File: src/rtl/segway_pkg.sv
// Shared types and constants for the segway control blocks.
package segway_pkg;

    typedef enum logic [1:0] {
        IDLE,
        WAIT,
        STEER
    } steer_state_t;

    localparam logic [11:0] MIN_RIDER_WEIGHT_DEF = 12'h200;
    localparam int unsigned TMR_W_FULL           = 26;
    localparam int unsigned TMR_W_FAST           = 15;

endpackage

File: src/rtl/steer_en_sm_if.sv
// Load-cell inputs and steering/rider status outputs of the steering enable block.
interface steer_en_sm_if;

    logic [11:0] lft_ld;
    logic [11:0] rght_ld;
    logic        en_steer;
    logic        rider_off;

    modport master (
        output lft_ld,
        output rght_ld,
        input  en_steer,
        input  rider_off
    );

    modport slave (
        input  lft_ld,
        input  rght_ld,
        output en_steer,
        output rider_off
    );

endinterface

File: src/rtl/steer_tmr.sv
// Settle timer: N-bit up-counter with synchronous clear; full when all bits are set.
module steer_tmr #(
    parameter int unsigned N = 15
) (
    input  logic clk,
    input  logic rst_n,
    input  logic clr,
    input  logic inc,
    output logic full
);

    logic [N-1:0] cnt_q, cnt_d;

    always_comb begin
        cnt_d = cnt_q;
        if (clr) begin
            cnt_d = '0;
        end else if (inc) begin
            cnt_d = cnt_q + 1'b1;
        end
    end

    always_ff @(posedge clk or negedge rst_n) begin
        if (!rst_n) begin
            cnt_q <= '0;
        end else begin
            cnt_q <= cnt_d;
        end
    end

    assign full = &cnt_q;

endmodule

File: src/rtl/steer_en_sm.sv
// Rider-presence and steering-enable controller: steering is granted after the rider
// has stood evenly for 2^N cycles and withdrawn on gross imbalance or step-off.
module steer_en_sm
    import segway_pkg::*;
#(
    parameter logic [11:0] MIN_RIDER_WEIGHT = MIN_RIDER_WEIGHT_DEF,
    parameter bit          FAST_SIM         = 1'b0
) (
    input  logic          clk,
    input  logic          rst_n,
    steer_en_sm_if.slave  bus
);

    localparam int unsigned TMR_W = FAST_SIM ? TMR_W_FAST : TMR_W_FULL;

    steer_state_t state_q, state_d;
    logic         en_steer_q, en_steer_d;
    logic         rider_off_q, rider_off_d;
    logic         tmr_clr, tmr_inc, tmr_full;

    logic [12:0]  sum, diff;
    logic         present, gt_1_4, gt_15_16;

    // All comparisons are carried at 13 bits so the sum never overflows.
    assign sum      = {1'b0, bus.lft_ld} + {1'b0, bus.rght_ld};
    assign diff     = (bus.lft_ld >= bus.rght_ld) ? {1'b0, bus.lft_ld - bus.rght_ld}
                                                  : {1'b0, bus.rght_ld - bus.lft_ld};
    assign present  = (sum >= {1'b0, MIN_RIDER_WEIGHT});
    assign gt_1_4   = (diff > (sum >> 2));
    assign gt_15_16 = (diff > (sum - (sum >> 4)));

    steer_tmr #(
        .N (TMR_W)
    ) u_tmr (
        .clk   (clk),
        .rst_n (rst_n),
        .clr   (tmr_clr),
        .inc   (tmr_inc),
        .full  (tmr_full)
    );

    always_ff @(posedge clk or negedge rst_n) begin
        if (!rst_n) begin
            state_q     <= IDLE;
            en_steer_q  <= 1'b0;
            rider_off_q <= 1'b1;
        end else begin
            state_q     <= state_d;
            en_steer_q  <= en_steer_d;
            rider_off_q <= rider_off_d;
        end
    end

    always_comb begin
        state_d = state_q;
        tmr_clr = 1'b0;
        tmr_inc = 1'b0;
        unique case (state_q)
            IDLE: begin
                if (present && !gt_1_4) begin
                    state_d = WAIT;
                    tmr_clr = 1'b1;
                end
            end
            WAIT: begin
                if (!present) begin
                    state_d = IDLE;
                end else if (gt_1_4) begin
                    tmr_clr = 1'b1;
                end else if (tmr_full) begin
                    state_d = STEER;
                end else begin
                    tmr_inc = 1'b1;
                end
            end
            STEER: begin
                // Step-off takes priority over imbalance.
                if (!present) begin
                    state_d = IDLE;
                end else if (gt_15_16) begin
                    state_d = WAIT;
                    tmr_clr = 1'b1;
                end
            end
            default: state_d = IDLE;
        endcase
    end

    always_comb begin
        en_steer_d  = (state_d == STEER);
        rider_off_d = !present;
    end

    assign bus.en_steer  = en_steer_q;
    assign bus.rider_off = rider_off_q;

endmodule

File: src/flat_wrapper.sv
// flat-port wrapper written by rule: the top's interface ports become plain ports
module steer_en_sm_flat import segway_pkg::*;
#(
    parameter logic [11:0] MIN_RIDER_WEIGHT = MIN_RIDER_WEIGHT_DEF,
    parameter bit          FAST_SIM         = 1'b0
)
  (clk, rst_n, bus_lft_ld, bus_rght_ld, bus_en_steer, bus_rider_off);
  steer_en_sm_if bus_i ();
  input  logic clk;
  input  logic rst_n;
  input wire logic [$bits(bus_i.lft_ld)-1:0] bus_lft_ld;
  input wire logic [$bits(bus_i.rght_ld)-1:0] bus_rght_ld;
  output wire logic [$bits(bus_i.en_steer)-1:0] bus_en_steer;
  output wire logic [$bits(bus_i.rider_off)-1:0] bus_rider_off;
  assign bus_i.lft_ld = bus_lft_ld;
  assign bus_i.rght_ld = bus_rght_ld;
  assign bus_en_steer = bus_i.en_steer;
  assign bus_rider_off = bus_i.rider_off;
  steer_en_sm #(.MIN_RIDER_WEIGHT(MIN_RIDER_WEIGHT), .FAST_SIM(FAST_SIM)) u_core (.clk(clk), .rst_n(rst_n), .bus(bus_i));
endmodule
File: config.mk
export PLATFORM = sky130hd
export DESIGN_NAME = steer_en_sm_flat
export DESIGN_NICKNAME = d
export VERILOG_FILES = /design/src/rtl/segway_pkg.sv /design/src/rtl/steer_en_sm_if.sv /design/src/rtl/steer_tmr.sv /design/src/rtl/steer_en_sm.sv /design/src/flat_wrapper.sv
export SDC_FILE = /design/constraint.sdc
export NUM_CORES = 1
export LEC_CHECK = 0
export BUFFER_PORTS_ARGS = -buffer_cell sky130_fd_sc_hd__buf_2
export CORE_MARGIN = 2
export CORE_UTILIZATION = 50
export DETAILED_ROUTE_END_ITERATION = 10
export GPL_TIMING_DRIVEN = 0
export PLACE_DENSITY = 0.68
export SYNTH_ARGS = -nofsm -noshare
export SYNTH_HDL_FRONTEND = slang
export SYNTH_SLANG_ARGS = --single-unit
File: constraint.sdc
create_clock -name clk -period 2.6 [get_ports clk]
set_input_delay 0.39 -clock clk [delete_from_list [all_inputs] [get_ports clk]]
set_output_delay 0.39 -clock clk [all_outputs]
set_load 0.02 [all_outputs]
==> Word-level counts from Yosys, hierarchy flattened <==
Index checks and enable logic that the tools add are counted.
{ "word_totals": {"word_cells": 42, "out_inout_bits": 2, "reg_bits": 30} }
{ "op_classes": {"magnitude_cmp": 4, "reduce_logical": 6, "add_sub_neg": 5, "eq_ne": 3, "mux": 20} }
{ "op_table": {"columns": ["op", "n"], "rows": [
  ["$mux W26", 2],
  ["$add A26 B1 Y26 const B", 1],
  ["$reduce_and A26 Y1", 1],
  ["$sub A12 B12 Y12", 2],
  ["$add A12 B12 Y13", 1],
  ["$ge A13 B10 Y1 const B", 1],
  ["$gt A13 B11 Y1", 1],
  ["$gt A13 B13 Y1", 1],
  ["$sub A13 B9 Y13", 1],
  ["$ge A12 B12 Y1", 1],
  ["$mux W12", 1],
  ["$mux W2", 6],
  ["$mux W1", 9],
  ["$pmux W2 S3", 1],
  ["$eq A2 B2 Y1 const B", 2],
  ["$pmux W1 S3", 1],
  ["$eq A2 B1 Y1 const B", 1],
  ["$logic_not A1 Y1", 2],
  ["$logic_not A2 Y1", 1],
  ["$reduce_bool A2 Y1", 1],
  ["$logic_and A1 B1 Y1", 1]
]} }

==> Logic depth before layout (Yosys ltp) <==
Gate-level depths: netlist (run 1).
{ "depth": {"word_depth": 8, "ltp_mapped": 29} }

==> Cells and area by module <==
A second synthesis (run 1) with hierarchy kept.
{ "hier_totals": {"hier_cells": 571, "hier_area_um2": 4679.5} }
{ "by_module_without_submodules": {"columns": ["mod", "area_each_um2", "seq_area_each_um2", "cells_each", "n_inst"], "rows": [
  ["steer_en_sm", 3300.7, 101.3, 426, 1],
  ["steer_tmr", 1378.8, 650.6, 145, 1]
]} }

==> Least setup slack after synthesis (run 1) <==
No wires, ideal clock.
{ "synth_path": {"path_kind": "input to register", "start": "input bus_rght_ld[0]", "end": "register u_core.en_steer_q, in the netlist u_core.bus.en_steer", "required_time_ns": 2.478, "setup_slack_ns": -2.439, "cell_stages": 26, "t_arrival_ns": 4.917, "cell_sequence": "ha_1 -> inv_1 -> fa_1 -> o21bai_1 -> a21oi_1 -> xnor2_1 -> inv_1 -> ha_1 -> fa_1 -> nor2b_1 -> a221oi_1 -> o41ai_2 -> inv_1 -> nor3_1 -> nor2_1 -> xor2_1 -> ha_1 -> nand4_1 -> o21ai_0 -> a221oi_1 -> a31oi_1 -> nand2b_1 -> mux2i_1 -> o21ai_1 -> or3b_1 -> nor2b_1"} }
{ "synth_via": {"elab_chain_cells": 8} }
{ "synth_lines": {"columns": ["item", "line_no", "rtl"], "rows": [
  ["start, declared", "flat_wrapper.sv:12", "input wire logic [$bits(bus_i.rght_ld)-1:0] bus_rght_ld;"],
  ["parallel branches: the longest is 6 deep, another holds $add A12 B12 Y13", null, null],
  ["$pmux W2 S3 (*)", "steer_en_sm.sv:58", "unique case (state_q)"],
  ["net u_core.state_d[1]", "steer_en_sm.sv:16", "steer_state_t state_q, state_d;"],
  ["$eq A2 B2 Y1 (*)", "steer_en_sm.sv:90", "en_steer_d = (state_d == STEER);"],
  ["net u_core.en_steer_d", "steer_en_sm.sv:17", "logic en_steer_q, en_steer_d;"],
  ["end signal, assigned", "steer_en_sm.sv:49", "en_steer_q <= en_steer_d;"],
  ["end, declared", "steer_en_sm.sv:17", null]
]} }
Mark *: on every way through the listed nets, which the timed path passes.
A chain may end at the register's enable or synchronous reset.

==> Worst setup path after layout (run 1) <==
{ "layout_path": {"start": "input bus_rght_ld[0]", "end": "register u_core.u_tmr.cnt_q[16]"} }
{ "layout_via": {"elab_chain_cells": 8} }
{ "layout_lines": {"columns": ["item", "line_no", "rtl"], "rows": [
  ["parallel branches: the longest is 8 deep, another holds $add A12 B12 Y13", null, null],
  ["end signal, assigned", "steer_tmr.sv:27", "cnt_q <= cnt_d;"],
  ["end, declared", "steer_tmr.sv:12", "logic [N-1:0] cnt_q, cnt_d;"]
]} }
Parallel ways; which one is timed is not known.

==> impl_metrics.env, run 1 <==
export IMPL_dieHeight_um=102
export IMPL_synthTopCellsByArea="ha_1, dfrtp_1, xnor2_1, nor2_1, inv_1"
export IMPL_via_count=5079
export IMPL_dp_cells=760
export IMPL_clk_pin_slew_ns=0.07
export IMPL_synth_fa_ha_area_frac=0.201
export IMPL_crit_type="input pin to register"
export IMPL_n_antenna_cell=0
export IMPL_cts_buffer_depth=2
export IMPL_cts_tree="built"
export IMPL_ys_seq_elements=30
export IMPL_critPathCapture="u_core.u_tmr.cnt_q[16]"
export IMPL_area_growth_pct=38.5
export IMPL_reg2reg_to="u_core.u_tmr.cnt_q[16]"
export IMPL_power_density_mw_per_mm2=612
export IMPL_io_buffers=27
export IMPL_postSynth_asyncResetShare=1.00
export IMPL_yosysTopAreaCellShare=0.182
export IMPL_first_global_vias=4840
export IMPL_cts_sinks=30
export IMPL_synth_nets=704
export IMPL_reg2regPathDepth=13
export IMPL_synth_compound_area_share=0.206
export IMPL_syn_area_mm2=0.00481
export IMPL_ioPinCount=28
export IMPL_coreArea_mm2=0.00928
export IMPL_slew_headroom=0.528
export IMPL_ys_top_cells_by_count="ha_1, nor2_1, inv_1"
export IMPL_slew_violations=0
export IMPL_synthCells=604
export IMPL_max_freq_mhz=199
export IMPL_synth_edf_count=0
export IMPL_status="finished, violations left"
export IMPL_grt_antenna_before_repair=0
export IMPL_vdd_drop_max_v=0.000394
export IMPL_post_route_min_period_ns=5.02
export IMPL_total_power_w=0.00408
export IMPL_seq_area_frac_synth=0.156
export IMPL_wl_per_cell_um=17.3
export IMPL_crit_family="adder cells"
export IMPL_leakage_nw=2.89
export IMPL_whs_ns=0.145
export IMPL_cts_hold_buf=0
export IMPL_setup_viol=29
export IMPL_start_util=0.519
export IMPL_avgSynthCellArea_um2=7.97
export IMPL_worst_pin_slew_ns=0.708
export IMPL_end_kind="register"
export IMPL_via_per_inst=6.02
export IMPL_rsz0062_at_grt="true"
export IMPL_drtAntennaViolNets=0
export IMPL_critPathArrivalTime_ns=5.19
export IMPL_drc=0
export IMPL_grt_pass1_wl_mm=23.4
export IMPL_synth_top_area_cell="ha_1"
export IMPL_first_pass_iters=5
export IMPL_critPathLaunch="bus_rght_ld[0]"
export IMPL_setup_ws_ns=-2.42
export IMPL_synth_simple_area_share=0.247
export IMPL_post_route_cells_drive_above_1_share=0.366
export IMPL_wl_mm=14.6
export IMPL_crit_cells=28
export IMPL_die_w_um=102
export IMPL_yosys_most_used_dff="dfrtp_1"
export IMPL_nNetsFinal=814
export IMPL_cpPeakStageDelay_ns=0.42
export IMPL_yosys_cell_types_count=72
export IMPL_instances_no_fill=844
export IMPL_maxCapViolations=0
export IMPL_pre_cts_slack_ns=-3.22
export IMPL_drt_iter0_markers=484
export IMPL_cts_buffers=5
export IMPL_fin_crit_sh=1.93
export IMPL_cts_htree_levels=2
export IMPL_finalWeightedCongestion=0.922
export IMPL_dieArea_mm2=0.0104
export IMPL_hold_class="input pin to asynchronous set/reset pin"
export IMPL_path_buf_inv=5
export IMPL_grt_max_degree=31
export IMPL_grt_remaining_overflow=0
export IMPL_dp_hpwl_mm=9.51
export IMPL_grtUsageTotal=0.280
export IMPL_row_count=35
export IMPL_num_fill_cells=686
export IMPL_fin_skew_ns=0.00768
export IMPL_path_max_fanout=8
export IMPL_r2r_start="u_core.u_tmr.cnt_q[8]"
export IMPL_final_hold_violation_count=0
export IMPL_synthXorXnorAreaFrac=0.106
export IMPL_insertion_delay_ns=0.28
export IMPL_critPathSlowestCell="fa_2"
export IMPL_critPathLaunchType="input pin"
export IMPL_yosysMostFrequentCell="ha_1"
export IMPL_failed_checks="negative setup slack"
export IMPL_r2r_slack_ns=-1.02
export IMPL_yosys_warnings=0
export IMPL_crit_required_ns=2.77
export IMPL_synth_mux_area_fraction=0.0192
export IMPL_clockRootBuffer="clkbuf_8"
export IMPL_synth_top_family_by_area="simple AND/OR/NAND/NOR gates"
## where the power goes
part | internal [W] | leakage (nW) | switching (W)
registers | 0.000486 | 0.413 | 0.0000212
clock network | 0.000213 | 0.0482 | 0.000182
logic | 0.00148 | 2.42 | 0.00169
## final cells by class
| cell class | count | area, um^2 | area share |
|---|---|---|---|
| inverters | 55 | 218 | 0.0326 |
| well taps | 129 | 161 | 0.0242 |
| flip-flops and latches | 30 | 752 | 0.113 |
| plain buffers | 20 | 189 | 0.0283 |
| multi-input cells | 499 | 4470 | 0.671 |
| clock inverters | 1 | 5.00 | 0.000750 |
| repair buffers | 103 | 786 | 0.118 |
| clock buffers | 7 | 86.3 | 0.0129 |
## metal layers
metal,track usage,share of wire,vias up
met5,0,0,-
met4,0.0656,0.021,0
met3,0.0397,0.068,32
met2,0.466,0.48,217
met1,0.388,0.43,2432
li1,-,-,2398
## stage by stage
step / TNS [ns] / area [um^2] / util
after floorplan: -62.17 / 4900 / -
after global placement: -91.74 / 5200 / 0.560
after detailed placement: -92.16 / 5200 / 0.560
after CTS: -61.42 / 6340 / 0.682
after global routing: -74.87 / 6670 / 0.718
final: -69.31 / 6670 / 0.718
## how the worst min path moves through the flow
stage,to
floorplan,u_core.bus.en_steer
global placement,u_core.u_tmr.cnt_q[8]
detailed placement,u_core.u_tmr.cnt_q[8]
CTS,u_core.u_tmr.cnt_q[21]
global route,u_core.u_tmr.cnt_q[6]
finish,u_core.u_tmr.cnt_q[6]
## cell usage in the layout (no fill, tap or decap), drive strengths merged, types with 6 or more instances in the layout
cell,synthesis,final
buf,16,119
ha,70,70
nor2,70,70
inv,54,53
xnor2,44,44
a21oi,36,36
nand2,30,30
dfrtp,29,29
nor3,28,28
nand3,24,24
o21ai,21,21
nor4,15,15
nand4,14,14
a21o,13,13
clkbuf,4,11
nand2b,9,9
xor2,9,9
nor2b,9,9
a31oi,9,9
a221oi,8,8
and3,7,7
mux2i,7,7
a211oi,6,6
## logic make-up (layout without fill, tap and decap cells)
group | Yosys count | in the layout
compound gates | 134 | 134
fa+ha+maj | 75 | 75
xor+xnor | 55 | 55
mux | 9 | 9
buf+inv | 75 | 186
flops | 30 | 30
simple gates | 226 | 226
## worst reg2reg max path, delay by kind of cell (launching register included)
| kind | cells | cell delay [ns] |
|---|---|---|
| xor+xnor | 1 | 0.22 |
| buf+inv | 2 | 0.78 |
| flops | 1 | 0.41 |
| simple gates | 10 | 2.11 |
## flip-flops by register name, indices dropped and copies added, names as in the netlist
name / cells
u_core.bus.en_steer: 1
u_core.bus.rider_off: 1
u_core.state_q: 2
u_core.u_tmr.cnt_q: 26
## repair_timing
item | in CTS | in global routing
buffers inserted | 56 | 17
pin swaps | 82 | 32
gates resized for setup | 132 | 45
cloned | 3 | 0
hold endpoints to repair | 0 | 0
endpoints found under the setup margin | 30 | 30
Note: power is estimated with default switching activity, not from simulation.
==> inputs of run 2 (changes only) <==
ABC_AREA = 1   (was unset)
REMOVE_ABC_BUFFERS = 1   (was unset)
==> impl_metrics.env, run 2 <==
export IMPL_status="finished, violations left"
export IMPL_failed_checks="negative setup slack"
export IMPL_wl_per_cell_um=15.9
export IMPL_cts_tree="built"
export IMPL_coreArea_mm2=0.00982
export IMPL_area_growth_pct=36.9
export IMPL_ys_top_cells_by_count="nand2_1, inv_1, ha_1"
export IMPL_num_fill_cells=759
export IMPL_synth_top_family_by_area="simple AND/OR/NAND/NOR gates"
export IMPL_dp_cells=939
export IMPL_end_kind="register"
export IMPL_setup_viol=29
export IMPL_power_frac_seq=0.119
export IMPL_slew_violations=0
export IMPL_n_antenna_cell=0
export IMPL_synth_compound_area_share=0.0865
export IMPL_r2r_slack_ns=-0.06
export IMPL_nNetsFinal=988
export IMPL_intPower_w=0.00208
export IMPL_top_regs="u_core.u_tmr.cnt_q (26), u_core.state_q (2)"
export IMPL_post_route_min_period_ns=4.25
export IMPL_critPathArrivalTime_ns=4.43
export IMPL_synth_top_area_cell="ha_1"
export IMPL_cts_hold_buf=0
export IMPL_drc=0
export IMPL_setup_ws_ns=-1.65
export IMPL_postSynth_asyncResetShare=1.00
export IMPL_leakage_nw=3.43
export IMPL_rsz0062_at_grt="true"
export IMPL_fin_crit_sh=1.63
export IMPL_first_pass_iters=5
export IMPL_grt_max_degree=31
export IMPL_cts_buffer_depth=2
export IMPL_synth_edf_count=0
export IMPL_synthXorXnorAreaFrac=0.0621
export IMPL_crit_required_ns=2.78
export IMPL_io_buffers=27
export IMPL_cts_htree_levels=2
export IMPL_fin_area_mm2=0.00695
export IMPL_worst_pin_slew_ns=0.701
export IMPL_wl_mm=16.3
export IMPL_via_count=5817
export IMPL_critPathLaunchType="input pin"
export IMPL_place_area_mm2=0.00525
export IMPL_hold_class="input pin to asynchronous set/reset pin"
export IMPL_crit_family="simple AND/OR/NAND/NOR gates"
export IMPL_grtUsageTotal=0.264
export IMPL_dp_hpwl_mm=9.98
export IMPL_dieHeight_um=105
export IMPL_syn_area_mm2=0.00507
export IMPL_via_per_inst=5.69
export IMPL_start_util=0.517
export IMPL_path_buf_inv=4
export IMPL_p_clk_frac=0.095
export IMPL_dieArea_mm2=0.0110
export IMPL_critPathSlowestCell="ha_1"
export IMPL_drtAntennaViolNets=0
export IMPL_synthTopCellsByArea="ha_1, nand2_1, dfrtp_1, inv_1, nand3_1"
export IMPL_crit_type="input pin to register"
export IMPL_instances_no_fill=1022
export IMPL_power_density_mw_per_mm2=624
export IMPL_cpPeakStageDelay_ns=0.35
export IMPL_p_switching_w=0.00226
export IMPL_vdd_drop_max_v=0.000492
export IMPL_grt_antenna_before_repair=0
export IMPL_switching_share=0.521
export IMPL_maxCapViolations=0
export IMPL_grt_remaining_overflow=0
export IMPL_cts_sinks=30
export IMPL_insertion_delay_ns=0.30
export IMPL_synth_simple_area_share=0.385
export IMPL_path_max_fanout=8
export IMPL_clk_pin_slew_ns=0.08
export IMPL_ioPinCount=28
export IMPL_fin_skew_ns=0.0137
export IMPL_yosys_warnings=0
export IMPL_max_freq_mhz=235
export IMPL_post_route_cells_drive_above_1_share=0.357
export IMPL_clockRootBuffer="clkbuf_8"
export IMPL_synth_fa_ha_area_frac=0.188
export IMPL_yosysTopAreaCellShare=0.173
export IMPL_grt_pass1_wl_mm=24.2
export IMPL_p_comb_frac=0.786
export IMPL_largest_register_ffs=26
export IMPL_yosys_most_used_dff="dfrtp_1"
export IMPL_final_hold_violation_count=0
export IMPL_synthCells=794
export IMPL_slew_headroom=0.533
export IMPL_die_w_um=105
export IMPL_final_common_cell="nand2_1"
export IMPL_largest_register="u_core.u_tmr.cnt_q"
export IMPL_avgSynthCellArea_um2=6.39
export IMPL_ys_seq_elements=30
export IMPL_synth_mux_area_fraction=0
export IMPL_mostFrequentLayoutCells="nand2_1, inv_1, buf_4"
export IMPL_row_count=36
export IMPL_cts_buffers=5
export IMPL_seq_area_frac_synth=0.148
export IMPL_yosys_cell_types_count=42
export IMPL_drt_iter0_markers=390
export IMPL_yosysMostFrequentCell="nand2_1"
export IMPL_finalWeightedCongestion=0.938
export IMPL_first_global_vias=5340
## run 2: cell families (layout without fill, tap and decap cells)
group	Yosys count	after routing
AO/OA/AOI/OAI	77	77
AND/OR/NAND/NOR	420	426
buffers and inverters	157	246
XOR/XNOR	36	36
flip-flops	30	30
adder cells (fa/ha/maj)	74	74
## run 2: metal layers
metal | track usage | part of all wire | vias up
met5 | 0 | 0 | -
met4 | 0.0971 | 0.038 | 0
met3 | 0.0274 | 0.083 | 62
met2 | 0.459 | 0.48 | 328
met1 | 0.338 | 0.40 | 2684
li1 | - | - | 2743
## run 2: cell type report
class | count | area, um^2 | share of cell area
Inverter | 142 | 566 | 0.0814
Timing Repair inverter | 1 | 11.3 | 0.00162
Tap cell | 133 | 166 | 0.0240
Timing Repair Buffer | 95 | 718 | 0.103
Clock buffer | 6 | 82.6 | 0.0119
Clock inverter | 2 | 12.5 | 0.00180
Multi-Input combinational cell | 613 | 4640 | 0.668
Sequential cell | 30 | 752 | 0.108
## run 2: worst register-to-register path: stages (launching register included)
cell        delay, ns
dfrtp_1          0.40
ha_1             0.19
inv_1            0.06
nor3_1           0.30
nand2_1          0.17
nor4_1           0.29
and2_0           0.24
inv_1            0.18
nand4_4          0.24
clkinvlp_4       0.17
buf_4            0.18
nand3_2          0.07
nand2_1          0.07
## run 2: power groups by stage
| stage | clock network (W) | registers [W] | logic, W |
|---|---|---|---|
| floorplan | 0 | 0.000532 | 0.00148 |
| global placement | 0 | 0.000523 | 0.00190 |
| detailed placement | 0 | 0.000524 | 0.00196 |
| CTS | 0.000414 | 0.000517 | 0.00276 |
| global route | 0.000431 | 0.000519 | 0.00364 |
| finish | 0.000411 | 0.000516 | 0.00341 |
## run 2: metrics by stage
step / hold slack (ns) / power [W] / setup WS [ns] / utilization / setup TNS, ns
after floorplan: 0.0944 / 0.00202 / -1.71 / - / -47.91
after global placement: 0.461 / 0.00242 / -2.72 / 0.535 / -75.72
after global routing: 0.195 / 0.00459 / -1.76 / 0.707 / -49.43
final: 0.138 / 0.00433 / -1.65 / 0.707 / -46.05
after detailed placement: 0.472 / 0.00249 / -2.77 / 0.535 / -77.46
after CTS: 0.160 / 0.00369 / -1.39 / 0.647 / -39.02
## run 2: worst paths after layout
| check | start | to | depth (start not counted) |
|---|---|---|---|
| hold / removal | rst_n | u_core.u_tmr.cnt_q[24] | 1 |
| setup reg to reg | u_core.u_tmr.cnt_q[0] | u_core.u_tmr.cnt_q[19] | 12 |
| max in group asynchronous | rst_n | u_core.u_tmr.cnt_q[0] | 1 |
| min in group clk | u_core.u_tmr.cnt_q[6] | u_core.u_tmr.cnt_q[6] | 2 |
| hold reg to reg | u_core.u_tmr.cnt_q[6] | u_core.u_tmr.cnt_q[6] | 2 |
| setup / recovery | bus_rght_ld[5] | u_core.u_tmr.cnt_q[21] | 27 |
## run 2: what timing repair did
| action | in CTS | in global routing |
|---|---|---|
| gates cloned | 5 | 2 |
| resized for setup | 141 | 101 |
| pin swaps | 59 | 61 |
| setup endpoints to repair | 29 | 29 |
| buffers inserted | 45 | 24 |
